<file path="config.mk">
export PLATFORM = sky130hd
export DESIGN_NAME = ccff_chain_loader
export DESIGN_NICKNAME = d
export VERILOG_FILES = /design/src/rtl/ccff_chain_loader.sv
export SDC_FILE = /design/constraint.sdc
export NUM_CORES = 1
export LEC_CHECK = 0
export CORE_MARGIN = 2
export CORE_UTILIZATION = 45
export CTS_CLUSTER_DIAMETER = 40
export CTS_CLUSTER_SIZE = 16
export DETAILED_ROUTE_END_ITERATION = 8
export GPL_TIMING_DRIVEN = 0
export PLACE_DENSITY_LB_ADDON = 0.1
export SLEW_MARGIN = 20
export SYNTH_ARGS = -nofsm -noshare
export SYNTH_HDL_FRONTEND = slang
export SYNTH_SLANG_ARGS = --single-unit
</file>
<file path="constraint.sdc">
create_clock -name prog_clk -period 2.25 [get_ports prog_clk]
set_clock_uncertainty 0.1 [all_clocks]
set_input_delay 0.45 -clock prog_clk [delete_from_list [all_inputs] [get_ports prog_clk]]
set_output_delay 0.45 -clock prog_clk [all_outputs]
set_load 0.05 [all_outputs]
</file>
<file path="src/rtl/ccff_chain_loader.sv">
// Configuration-chain controller: streams config words LSB-first into a ccff shift chain,
// then optionally recirculates the chain once to compare it against a shadow copy.
module ccff_chain_loader #(
    parameter int unsigned CHAIN_LEN = 12,
    parameter int unsigned WORD_W    = 8
) (
    input  logic              prog_clk,
    input  logic              prog_reset,
    input  logic              start,
    input  logic              verify_en,
    input  logic              cfg_valid,
    input  logic [WORD_W-1:0] cfg_data,
    output logic              cfg_ready,
    output logic              ccff_head,
    output logic              ccff_shift_en,
    input  logic              ccff_tail,
    output logic              busy,
    output logic              done,
    output logic              err
);

    localparam int unsigned CNT_W  = $clog2(CHAIN_LEN + 1);
    localparam int unsigned BCNT_W = $clog2(WORD_W + 1);
    localparam logic [CNT_W-1:0]  ChainLenC = CNT_W'(CHAIN_LEN);
    localparam logic [CNT_W-1:0]  LastBitC  = CNT_W'(CHAIN_LEN - 1);
    localparam logic [CNT_W-1:0]  CntOne    = CNT_W'(1);
    localparam logic [BCNT_W-1:0] BufOne    = BCNT_W'(1);

    typedef enum logic [1:0] {StIdle, StLoad, StVerify, StDone} state_e;

    state_e             state_q;
    logic [CNT_W-1:0]   bit_cnt_q;
    logic [BCNT_W-1:0]  buf_cnt_q;
    logic [WORD_W-1:0]  buf_q;
    logic [CHAIN_LEN-1:0] shadow_q;
    logic               verify_q;
    logic               cfg_ready_q, head_q, shift_en_q, busy_q, done_q, err_q;

    logic [CNT_W-1:0]   remain;
    logic [BCNT_W-1:0]  nbits;
    logic [WORD_W-1:0]  buf_shr;

    always_comb begin
        remain  = ChainLenC - bit_cnt_q;
        nbits   = (32'(remain) > WORD_W) ? BCNT_W'(WORD_W) : BCNT_W'(remain);
        buf_shr = buf_q >> 1;
    end

    // Outputs are precomputed for the state being entered so they appear registered.
    always_ff @(posedge prog_clk) begin
        if (prog_reset) begin
            state_q     <= StIdle;
            bit_cnt_q   <= '0;
            buf_cnt_q   <= '0;
            buf_q       <= '0;
            shadow_q    <= '0;
            verify_q    <= 1'b0;
            cfg_ready_q <= 1'b0;
            head_q      <= 1'b0;
            shift_en_q  <= 1'b0;
            busy_q      <= 1'b0;
            done_q      <= 1'b0;
            err_q       <= 1'b0;
        end else begin
            done_q <= 1'b0;
            unique case (state_q)
                StIdle: begin
                    if (start) begin
                        state_q     <= StLoad;
                        verify_q    <= verify_en;
                        err_q       <= 1'b0;
                        bit_cnt_q   <= '0;
                        buf_cnt_q   <= '0;
                        cfg_ready_q <= 1'b1;
                        busy_q      <= 1'b1;
                    end
                end
                StLoad: begin
                    if (buf_cnt_q == '0) begin
                        if (cfg_ready_q && cfg_valid) begin
                            buf_q       <= cfg_data;
                            buf_cnt_q   <= nbits;
                            cfg_ready_q <= 1'b0;
                            shift_en_q  <= 1'b1;
                            head_q      <= cfg_data[0];
                        end
                    end else begin
                        shadow_q[bit_cnt_q] <= buf_q[0];
                        buf_q     <= buf_shr;
                        buf_cnt_q <= buf_cnt_q - BufOne;
                        bit_cnt_q <= bit_cnt_q + CntOne;
                        if (buf_cnt_q != BufOne) begin
                            head_q <= buf_shr[0];
                        end else begin
                            shift_en_q <= 1'b0;
                            head_q     <= 1'b0;
                            if (bit_cnt_q == LastBitC) begin
                                if (verify_q) begin
                                    state_q    <= StVerify;
                                    shift_en_q <= 1'b1;
                                    bit_cnt_q  <= '0;
                                end else begin
                                    state_q <= StDone;
                                    done_q  <= 1'b1;
                                end
                            end else begin
                                cfg_ready_q <= 1'b1;
                            end
                        end
                    end
                end
                StVerify: begin
                    if (ccff_tail != shadow_q[bit_cnt_q]) err_q <= 1'b1;
                    if (bit_cnt_q == LastBitC) begin
                        state_q    <= StDone;
                        shift_en_q <= 1'b0;
                        done_q     <= 1'b1;
                    end else begin
                        bit_cnt_q <= bit_cnt_q + CntOne;
                    end
                end
                StDone: begin
                    state_q <= StIdle;
                    busy_q  <= 1'b0;
                end
                default: state_q <= StIdle;
            endcase
        end
    end

    // Recirculation must be combinational: a registered copy of tail would lengthen the loop.
    assign ccff_head     = (state_q == StVerify) ? ccff_tail : head_q;
    assign cfg_ready     = cfg_ready_q;
    assign ccff_shift_en = shift_en_q;
    assign busy          = busy_q;
    assign done          = done_q;
    assign err           = err_q;

endmodule

</file>
==> metrics.txt, run 1 <==
worst slew pin tran ~0.54 ns; Hold WS 0.354 ns; Layout area overhead 17.4%; # nets final roughly 320; Sw Share 43.8%; DRC violations left 0; number of fillers in the final layout 465; Internal Power 1.39 mW; Post-DRT Antenna Nets 0; routed wire length around 5400 um; Clk pwr share between 10% and 20%; GR Util All Layers around a fifth; die width 73.4 um; Buffers on Ports 18; Comb pwr share a little under half; crit path buf inv count 2; First-pass DRT Iterations 4; Post-synth EDFFs 0; die footprint 5390 um^2; drt first-iter violations 142; Leak Pwr a little over 0.9 nW; slew margin rel. 63.7%; syn_nets 295; Critical Path, Cell by Cell inv_1 -> ha_4 -> mux2_2 -> buf_2; Die Y roughly 73 um; ANT cells 0; ys async rst share 0%; YS warnings 0; initial antenna violation count 0; CTS Sinks 37; worst skew pair latency 0.29 ns; CTS Buf Count 5; Max Cap Viol 0; vias per inst 5.59; site row count 25; Worst setup SP type register; total chip power between 2 and 2.5 mW; worst-path maximum fanout 10; FMAX 0.461 GHz; top_reg_cell synth dfxtp_1; routed length per placed instance 15.5 um; clock root cell clkbuf_8; Post-CTS Hold Fix Bufs 0; reg-to-reg slack, setup 0.14 ns; first-pass GRT wire length 8670 um; proportion of layout cells with a drive suffix above 1 between 10% and 20%; crit-path leading delay family buffers and inverters; Slowest cell on crit path mux2_2; via count between 1500 and 2000; initial core utilization 46.2%; setup violators final 0; vias in the first global route between 1500 and 2000; Worst Path Arrival approximately 1.6 ns; syn_area_per_cell 8.06 um^2; CTS Buffer Depth 2; Worst path max stage delay approximately 0.36 ns; worst path required time around 1.7 ns; Congestion Overflow GR 0; Hold Crit Class register to register; status completed; largest net degree at the start of global routing 11; I/O pin count 20; Flop pwr share between 30% and 40%; Setup Crit Path Kind register to output pin; sequential-to-total area share from yosys stat 34.2%; Unique masters post-synth between 50 and 60; Syn Inst Count 269; Hold Vio Cnt, Final 0; Synth Register Bits 37; routability cong. around 0.8; NetSw around 1.1 mW; Power Dens Cells a little under 1000 nW/um^2; Final min period roughly 2.2 ns; core box area 4690 um^2; CTS tree built; Worst VDD drop roughly 350 uV; period utilization approximately 96%; Critical Path End Type output pin; DPL Wire Length between 3000 and 4000 um; Slew Limit Fails 0; clock-pin slew on the worst setup and hold paths 0.08 ns; cell area after synthesis approximately 2200 um^2; htree depth 2
[cell usage after synthesis (5+ instances only)]
| master | count | area [um^2] |
|---|---|---|
| a311oi_1 | 8 | 70.1 |
| nor3_1 | 6 | 30.0 |
| clkbuf_1 | 7 | 26.3 |
| o21ai_0 | 10 | 50.1 |
| mux2i_1 | 11 | 110 |
| nand2_1 | 45 | 169 |
| ha_1 | 12 | 150 |
| nor2_1 | 25 | 93.8 |
| xor2_1 | 5 | 43.8 |
| nand3_1 | 11 | 55.1 |
| dfxtp_1 | 37 | 741 |
| buf_2 | 6 | 30.0 |
| a21oi_1 | 25 | 125 |
| inv_1 | 10 | 37.5 |
[power by group through the flow]
stage | logic (mW) | clock network (mW) | registers (mW)
2_1_floorplan | 0.742 | 0 | 0.913
3_3_place_gp | 1.10 | 0 | 0.854
3_5_place_dp | 1.11 | 0 | 0.856
4_1_cts | 1.13 | 0.444 | 0.844
5_1_grt | 1.30 | 0.464 | 0.866
6_report | 1.18 | 0.437 | 0.853
[timing repair]
item                                    4_1_cts  5_1_grt
cloned                                        0        1
gates resized for setup                       6        9
pin swaps                                     0        1
endpoints found under the setup margin        2       29
buffers inserted                              0        1
[flip-flops by register name, summed over array words and instances (netlist names)]
register,count
state_q,2
cfg_ready,1
buf_q,8
bit_cnt_q,4
busy,1
ccff_shift_en,1
done,1
verify_q,1
head_q,1
shadow_q,12
err,1
buf_cnt_q,4
[stage by stage]
| step | utilization [%] | std cells | setup TNS [ns] | setup slack, ns | area [um^2] |
|---|---|---|---|---|---|
| finish | 54.2 | 348 | 0 | 0.0790 | 2540 |
| global route | 54.2 | 348 | -0.0188 | -0.0130 | 2540 |
| CTS | 53.3 | 346 | -0.0357 | -0.0357 | 2500 |
| detailed placement | 51.5 | 341 | -0.376 | -0.362 | 2420 |
| global placement | 51.5 | 341 | -0.340 | -0.340 | 2420 |
| floorplan | - | 269 | 0 | 0.350 | 2170 |
[routing by layer]
layer  vias to the layer above  wire length, um  track usage [%]
met5                         -                0                0
met4                         0               46             5.05
met3                         4              175             4.25
met2                        36             2380             31.9
met1                       909             2780             30.2
li1                        997                -                -
[final timing paths]
path / to / cells past startpoint / start
hold / removal: shadow_q[6] / 2 / shadow_q[6]
setup reg to reg: bit_cnt_q[1] / 8 / buf_cnt_q[1]
setup / recovery: ccff_head / 4 / state_q[0]
hold reg to reg: shadow_q[6] / 2 / shadow_q[6]
[worst register-to-register path: stages (launching register included)]
cell and delay (ns):
dfxtp_1 0.36, inv_1 0.10, ha_1 0.28, and4bb_1 0.31
a2111o_1 0.43, buf_4 0.17, nor3_1 0.17, a21oi_1 0.06
nor2_1 0.08
[kinds of logic after synthesis]
group | Yosys count | synth area share (%)
fa+ha+maj | 12 | 6.92
buf+inv | 29 | 6.06
compound gates | 61 | 17.7
mux | 14 | 7.67
xor+xnor | 6 | 2.42
flops | 37 | 34.2
simple gates | 110 | 25.0
[layout make-up]
class | count | area (um^2) | share of cell area [%]
multi-input combinational | 204 | 1350 | 53.0
inverter | 11 | 41.3 | 1.62
clock buffer | 5 | 68.8 | 2.70
sequential | 37 | 744 | 29.3
buffer | 17 | 86.3 | 3.39
clock inverter | 1 | 5.00 | 0.197
timing repair buffer | 19 | 183 | 7.18
tap | 54 | 67.6 | 2.65
[cell usage in the layout, fill, tap and decap left out, types with 3 or more instances in the layout]
master	netlist	routed
a311oi_1	8	8
mux2i_1	11	11
xor2_1	5	5
inv_1	10	10
nand2b_1	3	3
buf_2	6	7
dfxtp_2	0	3
nor3_1	6	6
o21ai_0	10	9
dfxtp_1	37	34
nand3_1	11	11
clkbuf_8	0	5
ha_1	12	11
clkdlybuf4s50_1	0	17
clkbuf_1	7	6
nor2_1	25	25
buf_1	3	3
a21oi_1	25	25
nor2b_1	3	3
a211oi_1	3	3
nand2_1	45	45
No activity file was read; power rests on OpenSTA's default activity.
==> run 2: changes to the inputs <==
--- a/config.mk
+++ b/config.mk
@@ -12,6 +12,7 @@
 export DETAILED_ROUTE_END_ITERATION = 8
 export GPL_TIMING_DRIVEN = 0
 export PLACE_DENSITY_LB_ADDON = 0.1
+export RECOVER_POWER = 100
 export SLEW_MARGIN = 20
 export SYNTH_ARGS = -nofsm -noshare
 export SYNTH_HDL_FRONTEND = slang
==> run 2 against run 1 <==
Effect of this change:
- clock power about the same
- flip-flop and latch count unchanged
- critical path depth unchanged
- hold slack about the same
- via count increased by 0.36%
==> metrics.txt, run 2 (same netlist as run 1, synthesis figures left out) <==
fin util approximately 54%; I/O pin count 20; slew margin rel. a little over three fifths; Final Instance Area ~2500 um^2; vias in the first global route 1744; Critical Path End Type output pin; # nets final roughly 320; FMAX 0.462 GHz; die footprint approximately 5400 um^2; htree depth 2; Comb pwr share 47.5%; Setup Crit Path Kind register to output pin; core box area roughly 4700 um^2; Buffers on Ports 18; largest net degree at the start of global routing 11; die width approximately 73 um; final setup TNS 0 ns; crit-path leading delay family buffers and inverters; initial core utilization ~46%; site row count 25; routed length per placed instance around 15 um; setup violators final 0; R2R cell count 8; GR Util All Layers 20.9%; Worst Path Arrival approximately 1.6 ns; worst skew pair latency 0.29 ns; hold endpoint shadow_q[6]; setup slack after layout about 0.086 ns; placed cells between 300 and 400; CTS Buffer Depth 2; proportion of layout cells with a drive suffix above 1 11.2%; Congestion Overflow GR 0; routability cong. around 0.80; worst-path maximum fanout 10; Hold Vio Cnt, Final 0; Sw Share between 40% and 50%; reg-to-reg slack, setup between 0.1 and 0.15 ns; First-pass DRT Iterations 4; Worst path max stage delay roughly 0.36 ns; vias per inst 5.61; period utilization 96.2%; most common library cell in the layout ignoring fill and taps nand2_1; Internal Power around 1.4 mW; Leak Pwr approximately 0.93 nW; hold path start shadow_q[6]; DRC violations left 0; Biggest register shadow_q; worst slew pin tran around 0.55 ns; clock root cell clkbuf_8; Final Non-Filler Cells 348; worst path required time about 1.7 ns; most frequent cells in the layout nand2_1 (45), dfxtp_1 (34), a21oi_1 (25), nor2_1 (25), clkdlybuf4s50_1 (12); area of placed instances 2420 um^2; Max Cap Viol 0; CTS Sinks 37; status completed; Worst VDD drop approximately 350 uV; Layout area overhead 17.3%; hold-critical path depth 2; DPL Wire Length 3900 um; pre-CTS setup slack -0.362 ns; initial antenna violation count 0; biggest regs shadow_q x12, buf_q x8; Reg-to-Reg Start buf_cnt_q[1]; ANT cells 0; first-pass GRT wire length roughly 8700 um; drt first-iter violations 129; Post-DRT Antenna Nets 0; CTS Buf Count 5; Critical Path, Cell by Cell inv_1 -> ha_4 -> mux2_2 -> buf_2; Slowest cell on crit path mux2_2; CTS tree built; Clk pwr share 17.9%; Worst setup SP type register; Largest register FFs 12; Final min period roughly 2.2 ns; Slew Limit Fails 0; Worst R2R End bit_cnt_q[1]; routed wire length between 5000 and 6000 um; Flop pwr share a little over a third; NetSw ~1.1 mW; clock-pin slew on the worst setup and hold paths roughly 0.080 ns; Die Y between 70 and 80 um; crit path buf inv count 2; Power Dens Cells around 960 nW/um^2; via count 1953; Hold Crit Class register to register
[run 2: cell types whose count changed in the layout (fill, tap and decap cells not counted), sizes merged]
cell	before	now
clkdlybuf4s50	17	12
dlygate4sd3	0	5
[run 2: worst max path at each step]
stage                     from  slack [ns]           end  cells after the start
floorplan           state_q[0]        0.35  bit_cnt_q[2]                      8
CTS                 state_q[0]       -0.04     ccff_head                      4
global placement    state_q[0]       -0.34     ccff_head                      5
global route        state_q[0]       -0.01  bit_cnt_q[2]                      8
detailed placement  state_q[0]       -0.36     ccff_head                      5
finish              state_q[0]        0.09     ccff_head                      4
[run 2: final cells by class]
cell class                 count  area (um^2)
multi-input combinational    204         1350
inverter                      11         41.3
fill                         466         2150
sequential                    37          744
buffer                        17         86.3
clock inverter                 1         5.00
timing repair buffer          19          183
tap                           54         67.6
clock buffer                   5         68.8
[run 2: stage by stage]
stage	hold WS, ns	power [mW]
3_3_place_gp	0.345	1.95
3_5_place_dp	0.348	1.96
2_1_floorplan	0.333	1.65
6_report	0.354	2.45
4_1_cts	0.356	2.41
5_1_grt	0.369	2.61
[run 2: tightest hold or removal path, cell delays in order (launching register included)]
cell     delay, ns
dfxtp_1       0.31
nand2_1       0.05
a21oi_1       0.05
[run 2: power by group through the flow]
stage / clock, mW / sequential, mW / combinational (mW)
after CTS: 0.444 / 0.844 / 1.13
final: 0.438 / 0.850 / 1.16
after floorplan: 0 / 0.913 / 0.742
after global routing: 0.464 / 0.865 / 1.29
after global placement: 0 / 0.854 / 1.10
after detailed placement: 0 / 0.856 / 1.11
[run 2: repair_timing]
| item | 4_1_cts | 5_1_grt |
|---|---|---|
| buffers inserted | 0 | 1 |
| endpoints found under the setup margin | 2 | 29 |
| resized for setup | 6 | 9 |
| pin swaps | 0 | 1 |
| endpoints found under the hold margin | 0 | 0 |
| cloned | 0 | 1 |
| hold buffers | 0 | 0 |
[run 2: routing by layer]
layer	global-route usage [%]	share of wire [%]	up-vias	routed length (um)
met5	0	0	-	0
met4	5.05	0.89	0	48
met3	4.25	3.7	4	198
met2	31.9	44	39	2380
met1	30.2	51	913	2750
li1	-	-	997	-
==> run 3: changes to the inputs <==
--- a/config.mk
+++ b/config.mk
@@ -5,10 +5,12 @@
 export SDC_FILE = /design/constraint.sdc
 export NUM_CORES = 1
 export LEC_CHECK = 0
+export CELL_PAD_IN_SITES_DETAIL_PLACEMENT = 0
+export CELL_PAD_IN_SITES_GLOBAL_PLACEMENT = 1
 export CORE_MARGIN = 2
-export CORE_UTILIZATION = 45
+export CORE_UTILIZATION = 43
 export CTS_CLUSTER_DIAMETER = 40
-export CTS_CLUSTER_SIZE = 16
+export CTS_CLUSTER_SIZE = 10
 export DETAILED_ROUTE_END_ITERATION = 8
 export GPL_TIMING_DRIVEN = 0
 export PLACE_DENSITY_LB_ADDON = 0.1
==> run 3 against run 2 <==
Effect of this change:
- global-route usage down 0.45 points
- critical endpoint unchanged
- setup slack improved by 0.0065 ns
- sequential share of layout area down 0.33 points
- hold slack better by 0.0044 ns
- largest power group unchanged
- power rose by 1.8%
- largest cell class unchanged
- final cell count is 3.7% higher
- non-clock buffer count down 2
- clock-buffer cell count increased by 2
- die area is 4.4% higher
- first-iteration DRC count increased by 43%
==> metrics.txt, run 3 (same netlist as run 1, synthesis figures left out) <==
CTS tree built; crit path to ccff_head; via count approximately 2000; Worst Path Arrival 1.61 ns; Worst VDD drop between 400 and 500 uV; Worst Setup SP state_q[0]; initial core utilization approximately 45%; Critical Path End Type output pin; biggest regs shadow_q x12, buf_q x8; die width 75.0 um; total chip power 2.50 mW; most frequent cells in the layout nand2_1 (45), dfxtp_1 (35), a21oi_1 (25), nor2_1 (25), clkdlybuf4s50_1 (12); R2R cell count 6; most common library cell in the layout ignoring fill and taps nand2_1; worst slew pin tran 0.616 ns; Final min period 2.16 ns; Buffers on Ports 18; slew margin rel. 58.9%; FMAX between 0.4 and 0.5 GHz; routability cong. around 0.80; FF/Latch Area about 740 um^2; Biggest register shadow_q; Max Used Layer met4; first-pass GRT wire length 8510 um; htree depth 2; worst skew pair latency 0.29 ns; vias per inst ~5.4; fin util a little over half; initial antenna violation count 0; area of the multi-input gates about 1300 um^2; Congestion Overflow GR 0; Leak Pwr between 0.9 and 1 nW; # nets final ~320; met2 wire len ~2400 um; proportion of layout cells with a drive suffix above 1 between 10 and 15%; vias in the first global route approximately 1700; worst-path maximum fanout 10; clock root cell clkbuf_8; site row count 25; Largest register FFs 12; Post-CTS Repair Setup Buffers 0; number of fillers in the final layout about 500; Setup Crit Path Kind register to output pin; Worst R2R End err; routed length per placed instance between 10 and 15 um; reg-to-reg slack, setup about 0.10 ns; ANT cells 0; routed wire length about 5400 um; RSZ-0062 raised after global routing no; I/O pin count 20; period utilization 95.9%; CTS Buffer Depth 2; Hold Crit Class register to register; Power Dens Cells between 900 and 1000 nW/um^2; DPL Wire Length roughly 3800 um; Layout area overhead 18.4%; CTS Sinks 37; First-pass DRT Iterations 4; Die Y 75.0 um; CTS Buf Count 5; WL met3 roughly 210 um; Reg-to-Reg Start bit_cnt_q[0]; die footprint ~5600 um^2; worst path required time about 1.7 ns; Post-CTS Hold Fix Bufs 0; status completed; Worst setup SP type register; clock-pin slew on the worst setup and hold paths approximately 0.08 ns; largest net degree at the start of global routing 12; drt first-iter violations around 190; core box area about 4800 um^2; GR Util All Layers just over 20%; Post-DRT Antenna Nets 0; DRC violations left 0; Hold Vio Cnt, Final 0; setup violators final 0; Max Cap Viol 0; met1 WL roughly 2700 um; Slew Limit Fails 0
==> run 3: cell types whose count changed in the layout (fill, tap and decap cells not counted), sizes merged <==
cell | before | now
clkbuf | 11 | 15
buf | 13 | 9
==> run 3: area by class of cell <==
type                       instances  area share (%)
buffer                            16            3.12
clock inverter                     1           0.195
inverter                          11            1.61
timing repair buffer              18            6.82
multi-input combinational        204            52.3
clock buffer                       7            3.75
sequential                        37            28.9
tap                               67            3.27
==> run 3: how the worst min path moves through the flow <==
stage	start	depth (start not counted)	end	slack [ns]
after floorplan	shadow_q[1]	2	shadow_q[1]	0.33
after CTS	shadow_q[3]	2	shadow_q[3]	0.36
final	shadow_q[4]	2	shadow_q[4]	0.36
after global routing	shadow_q[0]	2	shadow_q[0]	0.38
after global placement	shadow_q[3]	2	shadow_q[3]	0.34
after detailed placement	shadow_q[3]	2	shadow_q[3]	0.35
==> run 3: critical path, stage by stage (launching register included) <==
cell and delay, ns:
dfxtp_1 0.36, inv_1 0.17, ha_4 0.22, mux2_2 0.34, clkbuf_2 0.23
==> run 3: routing by layer <==
metal,GRT usage [%],vias up
li1,-,995
met1,27.6,913
met2,32.4,41
met3,4.42,4
met4,7.14,0
met5,0,-
==> run 3: per-stage QoR <==
stage	TNS, ns	cells	cell area [um^2]	worst slack, ns	hold WS (ns)
floorplan	0	269	2170	0.350	0.333
global placement	-0.347	354	2430	-0.347	0.344
detailed placement	-0.338	354	2430	-0.337	0.351
CTS	0	361	2540	0.0136	0.362
global route	0	361	2570	0.0183	0.379
finish	0	361	2570	0.0923	0.358
==> run 3: timing repair <==
action                                  4_1_cts  5_1_grt
gates resized for setup                       7        8
cloned                                        0        1
endpoints found under the setup margin        1       27
pin swaps                                     0        1
==> run 3: power breakdown <==
group          internal (mW)  switching (mW)  leakage (nW)
combinational          0.402           0.723         0.579
clock                  0.277           0.247        0.0542
sequential             0.751          0.0985         0.301
total                   1.43            1.07         0.934
